### config.mk
export PLATFORM = sky130hd
export DESIGN_NAME = cc_digit_scanner
export DESIGN_NICKNAME = d
export VERILOG_FILES = /design/src/rtl/cc_digit_scanner.sv
export SDC_FILE = /design/constraint.sdc
export NUM_CORES = 1
export LEC_CHECK = 0
export CAP_MARGIN = 15
export CORE_ASPECT_RATIO = 1.25
export CORE_UTILIZATION = 50
export DETAILED_ROUTE_END_ITERATION = 16
export MAX_ROUTING_LAYER = met4
export PLACE_DENSITY = 0.75
export SLEW_MARGIN = 20
export SYNTH_ARGS = -nofsm -noshare
export SYNTH_HDL_FRONTEND = slang
export SYNTH_SLANG_ARGS = --single-unit
### constraint.sdc
create_clock -name CC_DIGIT_SCANNER_CLOCK_50 -period 3.4 [get_ports CC_DIGIT_SCANNER_CLOCK_50]
set_clock_uncertainty 0.15 [all_clocks]
set_input_delay 0.68 -clock CC_DIGIT_SCANNER_CLOCK_50 [delete_from_list [all_inputs] [get_ports CC_DIGIT_SCANNER_CLOCK_50]]
set_output_delay 0.68 -clock CC_DIGIT_SCANNER_CLOCK_50 [all_outputs]
set_load 0.03 [all_outputs]
### src/rtl/cc_digit_scanner.sv
// N-digit time-multiplexed digit-select scanner with per-slot dead-time,
// run-time digit count, per-digit blank mask and selectable output polarity.
module cc_digit_scanner #(
  parameter int NUM_DIGITS     = 4,
  parameter int SEL_WIDTH      = 2,
  parameter int PRESCALE       = 50000,
  parameter int PRESCALE_WIDTH = 16,
  parameter int BLANK_CYCLES   = 500,
  parameter int ACTIVE_LOW     = 1
) (
  input  logic                  CC_DIGIT_SCANNER_CLOCK_50,
  input  logic                  CC_DIGIT_SCANNER_RESET_InHigh,
  input  logic                  CC_DIGIT_SCANNER_enable_In,
  input  logic [SEL_WIDTH:0]    CC_DIGIT_SCANNER_activeDigits_InBUS,
  input  logic [NUM_DIGITS-1:0] CC_DIGIT_SCANNER_blankMask_InBUS,
  output logic [NUM_DIGITS-1:0] CC_DIGIT_SCANNER_select_OutBUS,
  output logic [SEL_WIDTH-1:0]  CC_DIGIT_SCANNER_index_OutBUS,
  output logic                  CC_DIGIT_SCANNER_strobe_Out
);

  localparam int CW = SEL_WIDTH + 1;
  localparam bit C_NO_BLANK = (BLANK_CYCLES == 0);
  localparam logic [PRESCALE_WIDTH-1:0] C_SLOT_LAST  = PRESCALE_WIDTH'(PRESCALE - 1);
  localparam logic [PRESCALE_WIDTH-1:0] C_BLANK_LAST =
    PRESCALE_WIDTH'((BLANK_CYCLES > 0) ? (BLANK_CYCLES - 1) : 0);
  localparam logic [NUM_DIGITS-1:0] C_SEL_IDLE =
    (ACTIVE_LOW != 0) ? {NUM_DIGITS{1'b1}} : {NUM_DIGITS{1'b0}};

  typedef enum logic [1:0] {ST_IDLE, ST_BLANK, ST_DRIVE} state_t;

  state_t                    r_state;
  logic [PRESCALE_WIDTH-1:0] r_presc;
  logic [SEL_WIDTH-1:0]      r_index;
  logic                      r_strobe;
  logic [NUM_DIGITS-1:0]     r_select;

  logic [CW-1:0]         w_n_eff;
  logic [CW-1:0]         w_index_ext;
  logic                  w_last;
  logic [SEL_WIDTH-1:0]  w_index_next;
  logic                  w_cur_ok;
  logic                  w_next_ok;
  logic [NUM_DIGITS-1:0] w_hit_cur;
  logic [NUM_DIGITS-1:0] w_hit_next;
  logic [NUM_DIGITS-1:0] w_sel_cur;
  logic [NUM_DIGITS-1:0] w_sel_next;

  // Clamp the requested digit count into 1..NUM_DIGITS.
  assign w_n_eff = (CC_DIGIT_SCANNER_activeDigits_InBUS == '0) ? CW'(1) :
                   (CC_DIGIT_SCANNER_activeDigits_InBUS > CW'(NUM_DIGITS)) ? CW'(NUM_DIGITS) :
                   CC_DIGIT_SCANNER_activeDigits_InBUS;

  assign w_index_ext  = {1'b0, r_index};
  assign w_last       = (w_index_ext + CW'(1)) >= w_n_eff;
  assign w_index_next = w_last ? '0 : r_index + 1'b1;
  assign w_cur_ok     = w_index_ext < w_n_eff;
  assign w_next_ok    = {1'b0, w_index_next} < w_n_eff;

  // Active-high one-hot patterns for the current index and the index after slot end.
  for (genvar gi = 0; gi < NUM_DIGITS; gi++) begin : g_hit
    assign w_hit_cur[gi]  = w_cur_ok && (r_index == SEL_WIDTH'(gi)) &&
                            !CC_DIGIT_SCANNER_blankMask_InBUS[gi];
    assign w_hit_next[gi] = w_next_ok && (w_index_next == SEL_WIDTH'(gi)) &&
                            !CC_DIGIT_SCANNER_blankMask_InBUS[gi];
  end

  assign w_sel_cur  = (ACTIVE_LOW != 0) ? ~w_hit_cur  : w_hit_cur;
  assign w_sel_next = (ACTIVE_LOW != 0) ? ~w_hit_next : w_hit_next;

  always_ff @(posedge CC_DIGIT_SCANNER_CLOCK_50) begin
    if (CC_DIGIT_SCANNER_RESET_InHigh) begin
      r_state  <= ST_IDLE;
      r_presc  <= '0;
      r_index  <= '0;
      r_strobe <= 1'b0;
      r_select <= C_SEL_IDLE;
    end else begin
      r_strobe <= 1'b0;
      if (!CC_DIGIT_SCANNER_enable_In) begin
        // Disable wins over slot end: index is retained and no strobe is issued.
        r_state  <= ST_IDLE;
        r_presc  <= '0;
        r_select <= C_SEL_IDLE;
      end else begin
        case (r_state)
          ST_IDLE: begin
            r_presc <= '0;
            if (C_NO_BLANK) begin
              r_state  <= ST_DRIVE;
              r_select <= w_sel_cur;
            end else begin
              r_state  <= ST_BLANK;
              r_select <= C_SEL_IDLE;
            end
          end
          ST_BLANK: begin
            r_presc <= r_presc + 1'b1;
            if (r_presc == C_BLANK_LAST) begin
              r_state  <= ST_DRIVE;
              r_select <= w_sel_cur;
            end else begin
              r_select <= C_SEL_IDLE;
            end
          end
          ST_DRIVE: begin
            if (r_presc == C_SLOT_LAST) begin
              r_presc  <= '0;
              r_strobe <= 1'b1;
              r_index  <= w_index_next;
              if (C_NO_BLANK) begin
                r_state  <= ST_DRIVE;
                r_select <= w_sel_next;
              end else begin
                r_state  <= ST_BLANK;
                r_select <= C_SEL_IDLE;
              end
            end else begin
              r_presc  <= r_presc + 1'b1;
              r_select <= w_sel_cur;
            end
          end
          default: begin
            r_state  <= ST_IDLE;
            r_presc  <= '0;
            r_select <= C_SEL_IDLE;
          end
        endcase
      end
    end
  end

  assign CC_DIGIT_SCANNER_select_OutBUS = r_select;
  assign CC_DIGIT_SCANNER_index_OutBUS  = r_index;
  assign CC_DIGIT_SCANNER_strobe_Out    = r_strobe;

endmodule

==> flow_metrics.py <==
metrics = {
    "layout": {
        "n_fill_cell": 251,
        "antenna_cells": 0,
        "drive_gt1_share_pct": 10.8,
        "layoutNonFillerInstCount": 201,
        "final_common_cell": "dfxtp_1",
        "mostFrequentLayoutCells": "dfxtp_1 (25), nor2_1 (21), clkdlybuf4s50_1 (16), ha_1 (12), xor2_1 (10)",
        "fin_nets": 190,
        "area_delta_synth_final_pct": 14.2,
        "finalInstanceArea_um2": 1630,
    },
    "global_routing": {
        "antenna_found_initial": 0,
        "grt_start_max_net_pins": 17,
        "track_usage_pct": 20.4,
        "overflow": 0,
        "grt_pass1_wl_um": 4570,
        "grt_pass1_vias": 1099,
    },
    "clock_tree": {
        "cts_buffer_depth": 2,
        "postCtsHoldBufs": 0,
        "h-tree-depth": 1,
        "cts_resized": 0,
        "worst_skew_pair.late_latency_ns": 0.32,
        "cts.sinks": 25,
        "clkTransAtPathRegs_ns": 0.14,
        "post_cts_buffers": 0,
        "cts_made_buffers": 3,
        "cts_root_buf": "clkbuf_4",
        "cts_tree": "built",
    },
    "die": {
        "ios": 17,
        "start_util_pct": 52.7,
        "die_y_um": 61.7,
        "dieArea_um2": 3070,
        "core_um2": 2710,
        "fp-row-count": 21,
        "die_w_um": 49.8,
    },
    "logic_synthesis": {
        "syn-num-nets": 173,
        "ys_seq_elements": 25,
        "ys_async_sr_fraction_pct": 0,
        "yosysSeqAreaShare_pct": 35.1,
        "syn_inst": 151,
        "avgSynthCellArea_um2": 9.45,
        "synth_area_um2": 1430,
        "yosysUniqueCellTypes": 44,
        "yosys_most_used_dff": "dfxtp_1",
        "synth_edf_count": 0,
        "ys_warn_count": 0,
    },
    "min_path": {
        "hp-class": "reg -> reg",
        "hold_start": "r_presc[0]$_SDFF_PP0_",
    },
    "power_and_ir_drop": {
        "p_total_mw": 0.469,
        "p_clk_share_pct": 29.1,
        "internal_power_mw": 0.359,
        "switchingPower_mw": 0.110,
        "vdd_drop_max_uv": 238,
        "power_per_cell_area_nw_per_um2": 288,
        "p_leak_nw": 0.554,
        "seqPwrFrac_pct": 63.2,
        "p_sw_share_pct": 23.4,
        "p_comb_share_pct": 7.7,
    },
    "timing": {
        "fmax_mhz": 413,
        "setup_tns_ns": 0,
        "worst_pin_slew_ns": 0.457,
        "slew_headroom_pct": 69.1,
        "slew_violations": 0,
        "finalCritPeriodShare_pct": 71.2,
        "post-route-min-period_ns": 2.42,
        "setup_viol_count_final": 0,
        "hold_violations": 0,
        "rsz0062_at_grt": "false",
    },
    "outcome": {
        "status": "complete, no violations",
    },
    "drt": {
        "drt-pass1-iter-count": 4,
        "wl_um": 2710,
        "ant_nets": 0,
        "viasPerCell": 5.65,
        "dr_total_vias": 1136,
        "drcViolationCount": 0,
        "drtIter0Drc": 16,
        "wl_per_cell_um": 13.5,
    },
    "critical_path": {
        "crit_type": "in -> reg",
        "crit_fanout": 4,
        "crit_arrival_ns": 2.55,
        "critPathLaunch": "CC_DIGIT_SCANNER_activeDigits_InBUS[1]",
        "crit_path_start_kind": "input pin",
        "endpoint_kind": "flip-flop",
        "required_ns": 3.53,
        "r2r_start": "r_presc[0]$_SDFF_PP0_",
    },
    "run": {
        "drv_cap": 0,
    },
    "placed_design": {
        "port_buffers": 16,
        "place_area_um2": 1600,
        "place_congestion": 0.741,
        "dpl.cell_count": 197,
        "dp_hpwl_um": 2100,
    },
}
[metrics by stage]
step                hold slack (ns)  setup slack (ns)  util, %
floorplan                     0.276              1.24        -
global placement              0.287             0.708     59.1
detailed placement            0.302             0.643     59.1
CTS                           0.333             0.960     60.2
global route                  0.374             0.787     60.2
finish                        0.331             0.979     60.2
[flip-flops by register name (all words and copies together) (netlist names)]
register                        count
CC_DIGIT_SCANNER_index_OutBUS       2
CC_DIGIT_SCANNER_strobe_Out         1
r_presc                            16
CC_DIGIT_SCANNER_select_OutBUS      4
r_state                             2
[cell usage after synthesis (all sizes together) (2+ instances only)]
library cell / number / area (um^2)
dfxtp: 25 / 500
nor2: 21 / 78.8
ha: 12 / 150
xor2: 10 / 87.6
inv: 9 / 33.8
nand4: 7 / 43.8
nand3: 6 / 30.0
o21ai: 6 / 30.0
and4: 5 / 46.3
nand2: 5 / 18.8
a21oi: 3 / 15.0
nor3b: 3 / 22.5
nor4: 3 / 33.8
o41ai: 3 / 52.6
xnor2: 3 / 26.3
a211oi: 2 / 20.0
and2: 2 / 15.0
buf: 2 / 22.5
clkbuf: 2 / 7.51
nand2b: 2 / 12.5
nor2b: 2 / 12.5
[worst max-delay path: stages]
cell and delay, ns:
clkdlybuf4s50_1 0.51, a21oi_1 0.11, ha_1 0.28, nand2_1 0.06, or2_2 0.29, a2111oi_0 0.39
mux2_2 0.22
[path summary, 6_finish.rpt]
| path | endpoint | slack (ns) | depth (start not counted) |
|---|---|---|---|
| worst max-delay path | CC_DIGIT_SCANNER_index_OutBUS[1]$_SDFFE_PP0P_ | 0.98 | 7 |
| worst min-delay path | r_presc[0]$_SDFF_PP0_ | 0.33 | 1 |
| worst max register to register | r_state[0]$_SDFFE_PP0P_ | 0.98 | 5 |
| worst min register to register | r_presc[0]$_SDFF_PP0_ | 0.33 | 1 |
[cell type report]
cell class              count  area [um^2]  area share [%]
flip-flops and latches     25          500            30.7
clock inverters             1         7.51           0.461
repair buffers             16          160            9.83
inverters                   9         33.8            2.07
multi-input cells         113          862            52.9
clock buffers               3         22.5            1.38
well taps                  34         42.5            2.61
[logic make-up after synthesis]
kind of cell / share of synthesized area, %
flops: 35.1
simple gates: 26.5
buf+inv: 4.47
xor+xnor: 7.98
compound gates: 13.9
mux: 0.789
fa+ha+maj: 11.2
[power groups by stage]
stage                     clock network (mW)  registers, mW  logic [mW]
after floorplan                            0          0.305      0.0157
after CTS                              0.140          0.296      0.0365
after global placement                     0          0.302      0.0345
final                                  0.136          0.296      0.0363
after detailed placement                   0          0.303      0.0362
after global routing                   0.153          0.297      0.0398
[metal layers]
layer | global-route usage (%) | up-vias | wire length (um)
met5 | - | - | 0
met4 | 9.39 | 0 | 38
met3 | 2.19 | 4 | 82
met2 | 40.3 | 19 | 1470
met1 | 20.2 | 543 | 1130
li1 | - | 570 | -
Note: power is estimated with default switching activity, not from simulation.
